File: config.mk
export PLATFORM = sky130hd
export DESIGN_NAME = unit_a_sequencer
export DESIGN_NICKNAME = d
export VERILOG_FILES = /design/src/rtl/unit_a_sequencer_pkg.sv /design/src/rtl/unit_a_sequencer_unit_a.sv /design/src/rtl/unit_a_sequencer.sv
export SDC_FILE = /design/constraint.sdc
export NUM_CORES = 1
export LEC_CHECK = 0
export BUFFER_PORTS_ARGS = -buffer_cell sky130_fd_sc_hd__buf_2
export CELL_PAD_IN_SITES_DETAIL_PLACEMENT = 1
export CELL_PAD_IN_SITES_GLOBAL_PLACEMENT = 1
export CORE_MARGIN = 3
export CORE_UTILIZATION = 25
export CTS_CLUSTER_SIZE = 16
export DETAILED_ROUTE_END_ITERATION = 10
export PLACE_DENSITY_LB_ADDON = 0.1
export SETUP_SLACK_MARGIN = 0.15
export SLEW_MARGIN = 20
export SYNTH_ARGS = -nofsm -noshare
export SYNTH_HDL_FRONTEND = slang
export SYNTH_HIERARCHICAL = 1
export SYNTH_SLANG_ARGS = --single-unit
File: constraint.sdc
create_clock -name clk -period 13.4 [get_ports clk]
set_input_delay 2.68 -clock clk [delete_from_list [all_inputs] [get_ports clk]]
set_output_delay 2.68 -clock clk [all_outputs]
set_load 0.05 [all_outputs]
File: src/rtl/unit_a_sequencer_pkg.sv
// unit_a_sequencer_pkg: shared function codes, state encoding and data width
package unit_a_sequencer_pkg;
  localparam int DW = 32;
  localparam logic [3:0] F_SUM  = 4'b0100;
  localparam logic [3:0] F_SUB  = 4'b0101;
  localparam logic [3:0] F_AINV = 4'b0110;
  localparam logic [3:0] F_INC  = 4'b0111;
  typedef enum logic [1:0] {ST_IDLE, ST_EXEC, ST_RESP} state_t;
endpackage

File: src/rtl/unit_a_sequencer_unit_a.sv
// unit_a_sequencer_unit_a: combinational unit_A datapath (sum/sub/ainv/inc with carry and signed overflow)
module unit_a_sequencer_unit_a
  import unit_a_sequencer_pkg::*;
(
  input  logic [DW-1:0] a,
  input  logic [DW-1:0] b,
  input  logic [3:0]    f,
  output logic [DW-1:0] s,
  output logic          c_out,
  output logic          o
);
  logic [DW-1:0] bb;
  logic [DW:0]   r;
  // sub is a + ~b + 1 so c_out means "no borrow"; inc is a + 0 + 1
  always_comb begin
    bb    = f == F_SUB ? ~b : f == F_INC ? '0 : b;
    r     = {1'b0, a} + {1'b0, bb} + {{DW{1'b0}}, f == F_SUB || f == F_INC};
    s     = f == F_AINV ? ~a : r[DW-1:0];
    c_out = f == F_AINV ? 1'b0 : r[DW];
    o     = f != F_AINV && a[DW-1] == bb[DW-1] && s[DW-1] != a[DW-1];
  end
endmodule

File: src/rtl/unit_a_sequencer.sv
// unit_a_sequencer: valid/ready command issuer around unit_A with accumulator and sticky overflow
module unit_a_sequencer
  import unit_a_sequencer_pkg::*;
#(
  parameter int SETTLE_CYCLES = 1
) (
  input  logic          clk,
  input  logic          rst_n,
  input  logic          cmd_valid,
  output logic          cmd_ready,
  input  logic [3:0]    cmd_f,
  input  logic [DW-1:0] cmd_a,
  input  logic [DW-1:0] cmd_b,
  input  logic          cmd_acc,
  input  logic          clr_ovf,
  output logic          rsp_valid,
  input  logic          rsp_ready,
  output logic [DW-1:0] rsp_s,
  output logic          rsp_c,
  output logic          rsp_o,
  output logic          rsp_z,
  output logic          rsp_n,
  output logic          rsp_err,
  output logic [DW-1:0] acc,
  output logic          ovf_sticky
);
  state_t        state;
  logic [3:0]    cnt;
  logic [DW-1:0] ra, rb, s;
  logic [3:0]    rf;
  logic          c_out, o, legal;

  assign legal = rf[3:2] == 2'b01;

  unit_a_sequencer_unit_a u_unit_a (.a(ra), .b(rb), .f(rf), .s(s), .c_out(c_out), .o(o));

  // EXEC spends one launch cycle plus SETTLE_CYCLES of stable inputs before capture
  always_ff @(posedge clk or negedge rst_n)
    if (!rst_n) begin
      state      <= ST_IDLE;
      cnt        <= '0;
      ra         <= '0;
      rb         <= '0;
      rf         <= '0;
      cmd_ready  <= 1'b1;
      rsp_valid  <= 1'b0;
      rsp_s      <= '0;
      rsp_c      <= 1'b0;
      rsp_o      <= 1'b0;
      rsp_z      <= 1'b0;
      rsp_n      <= 1'b0;
      rsp_err    <= 1'b0;
      acc        <= '0;
      ovf_sticky <= 1'b0;
    end else begin
      if (clr_ovf) ovf_sticky <= 1'b0;
      case (state)
        ST_IDLE: if (cmd_valid) begin
          ra        <= cmd_acc ? acc : cmd_a;
          rb        <= cmd_b;
          rf        <= cmd_f;
          cnt       <= '0;
          cmd_ready <= 1'b0;
          state     <= ST_EXEC;
        end
        ST_EXEC: if (cnt == 4'(SETTLE_CYCLES)) begin
          rsp_s     <= legal ? s : '0;
          rsp_c     <= legal & c_out;
          rsp_o     <= legal & o;
          rsp_z     <= !legal || s == '0;
          rsp_n     <= legal & s[DW-1];
          rsp_err   <= !legal;
          rsp_valid <= 1'b1;
          state     <= ST_RESP;
          if (legal) acc <= s;
          if (legal && o) ovf_sticky <= 1'b1;
        end else cnt <= cnt + 4'd1;
        ST_RESP: if (rsp_ready) begin
          rsp_valid <= 1'b0;
          cmd_ready <= 1'b1;
          state     <= ST_IDLE;
        end
        default: state <= ST_IDLE;
      endcase
    end
endmodule

==> impl_metrics.yaml <==
setup_path:
  crit_fanout: 34
  worstSetupEndpointType: "register"
  critPathKind: "reg -> reg"
  start_kind: "register"
  cp_data_required_time_ns: 13.75
  cp_data_arrival_time_ns: 6.36
global_routing:
  antenna_found_initial: 1
  grt.total_usage: 0.146
  grt_pass1_wl_um: 40300
  grt_overflow: 0
  grt_max_degree: 84
  grt_pass1_vias: 6792
sta:
  fin_crit_ns: 6.01
  finalClockSkew_ns: 0.0184
  fmax_ghz: 0.166
  rsz0062_at_grt: "false"
  min_period_over_period: 0.448
  finalMaxSlewViolations: 0
  timing.slew.headroom: 0.395
  tightest_slew_ns: 0.908
  finalSetupViolCount: 0
  hold_viol: 0
  tns_ns: 0
place:
  port_buffers: 145
  dpl.hpwl_um: 18000
  finalWeightedCongestion: 0.760
synthesis:
  synth_top_area_frac: 0.442
  synth_edf_count: 0
  mappedNetlistArea_sq_um: 8150
  avgSynthCellArea_sq_um: 10.2
  async_reset_ff_frac: 1.00
  synth_xor_area_frac: 0.0279
  ys.warnings.count: 6
  yosys-mux-area-fraction: 0.150
  syn-num-nets: 908
  synth_top_family_by_area: "compound AO/OA/AOI/OAI gates"
  synth_area_leaders: "dfrtp_1 (44%), mux2_2 (9.1%), mux2i_1 (5.6%)"
  synth_most_common_cell: "dfrtp_1"
  synthCells: 799
  synth_seq_area_share: 0.445
  yosysUniqueCellTypes: 59
  synth_area_leader_cell: "dfrtp_1"
  synth_compound_area_frac: 0.172
  synth_simple_gate_area_share: 0.114
  synthTopCellsByCount: "dfrtp_1 (144), a21oi_1 (81), nor2_1 (70)"
  synthAdderAreaFrac: 0.0556
  ys_seq_elements: 145
  ys.flop_type: "dfrtp_1"
clocking:
  clkTransAtPathRegs_ns: 0.07
  htree_levels: 4
  cts_sinks: 145
  cts_setup_buffers: 0
  clk_latency_ns: 0.44
  cts-root-buf: "clkbuf_16"
  cts_buffer_depth: 2
  cts_resized: 0
  cts_hold_buf: 0
  cts_tree: "done"
  numCtsBuffers: 17
drt:
  drc: 0
  vias_per_cell: 4.70
  vias: 6456
  wl_per_cell_um: 18.4
  antenna_left: 0
  wirelength_um: 25300
  drt_iter0_drc: 234
  dr.pass1.iters: 4
die:
  ios: 146
  dieArea_sq_um: 34800
  coreArea_sq_um: 31900
  start_util: 0.256
  placementRows: 65
  dieHeight_um: 187
  die_x_um: 187
layout:
  diodes: 0
  nFillCells: 3688
  fin_nets: 1035
  area_delta_synth_final_pct: 21.2
  layout-drive-gt1-share: 0.281
job:
  drv_cap: 0
min_path:
  hold_class: "reg -> reg"
outcome:
  status: "finished clean"
## path summary, 6_finish.rpt
path / from / to / slack (ns) / cells past startpoint
max: rf[2] / rsp_z / 7.39 / 19
min: rsp_valid / rsp_valid / 0.47 / 2
max reg2reg: rf[2] / rsp_z / 7.39 / 19
min reg2reg: rsp_valid / rsp_valid / 0.47 / 2
max in group asynchronous: rst_n / ra[10] / 9.78 / 2
min in group asynchronous: rst_n / acc[28] / 2.30 / 1
## registers in the layout (all words and copies together), names as in the netlist
register	flops
rsp_err	1
ra	32
cnt	4
rsp_c	1
rsp_valid	1
acc	32
state	2
cmd_ready	1
rb	32
rsp_s	32
rf	4
rsp_z	1
ovf_sticky	1
rsp_o	1
## critical path, stage by stage, from the launching register on
cell	delay [ns]
dfrtp_1	0.39
nor2b_1	0.16
nand2_1	0.07
buf_4	0.36
or2_2	0.58
o21ai_0	0.21
fa_1	0.46
fa_1	0.44
a211oi_1	0.33
o21bai_1	0.20
a221oi_4	0.41
nor4b_2	0.14
o31ai_1	0.41
o21ai_0	0.28
xnor2_1	0.20
mux2i_1	0.13
nor4_1	0.47
nand4_1	0.21
or2_2	0.32
a21oi_1	0.15
## placed cells by master (no fill, tap or decap), types with 8 or more instances in the layout
cell type,instances
nor4_1,8
nand4_1,11
mux2i_1,46
dfrtp_1,144
ha_1,33
buf_2,144
clkbuf_16,17
nor2_1,69
buf_4,9
a22o_1,35
a21oi_1,81
a21o_1,13
nand2_1,64
mux2_2,66
o21ai_0,60
inv_1,12
xnor2_1,18
xor2_1,8
## metal layers
layer | vias up | global-route usage | share of wire
met5 | - | 0 | 0.00051
met4 | 2 | 0.0305 | 0.0078
met3 | 13 | 0.0366 | 0.041
met2 | 105 | 0.229 | 0.45
met1 | 3191 | 0.205 | 0.50
li1 | 3145 | - | -
## area by class of cell
class | count | area (sq um) | area share
clock buffers | 21 | 450 | 0.0456
clock inverters | 11 | 163 | 0.0165
inverters | 12 | 45.0 | 0.00456
multi-input cells | 596 | 4250 | 0.430
flip-flops and latches | 145 | 3630 | 0.367
well taps | 435 | 544 | 0.0551
repair buffers | 154 | 800 | 0.0809
## cell families after synthesis
group | count (synthesis)
adders and majority gates | 35
and+or+nand+nor | 196
muxes | 114
AOI/OAI and AO/OA | 225
DFF | 145
buffers and inverters | 58
xor gates and xnor gates | 26
## per-stage QoR
stage / cell area [sq um] / std cells / hold WS [ns] / utilization / setup WS [ns]
finish: 9880 / 1374 / 0.475 / 0.310 / 7.39
CTS: 9880 / 1374 / 0.484 / 0.310 / 7.22
global route: 9880 / 1374 / 0.510 / 0.310 / 6.88
detailed placement: 9260 / 1342 / 0.467 / 0.291 / 7.26
global placement: 9260 / 1342 / 0.458 / 0.291 / 7.38
floorplan: 8150 / 799 / 0.496 / - / 8.96
Power is left out: the tool's default activity adds up to more than one toggle a clock period on the data nets, which glitch-free logic cannot reach.
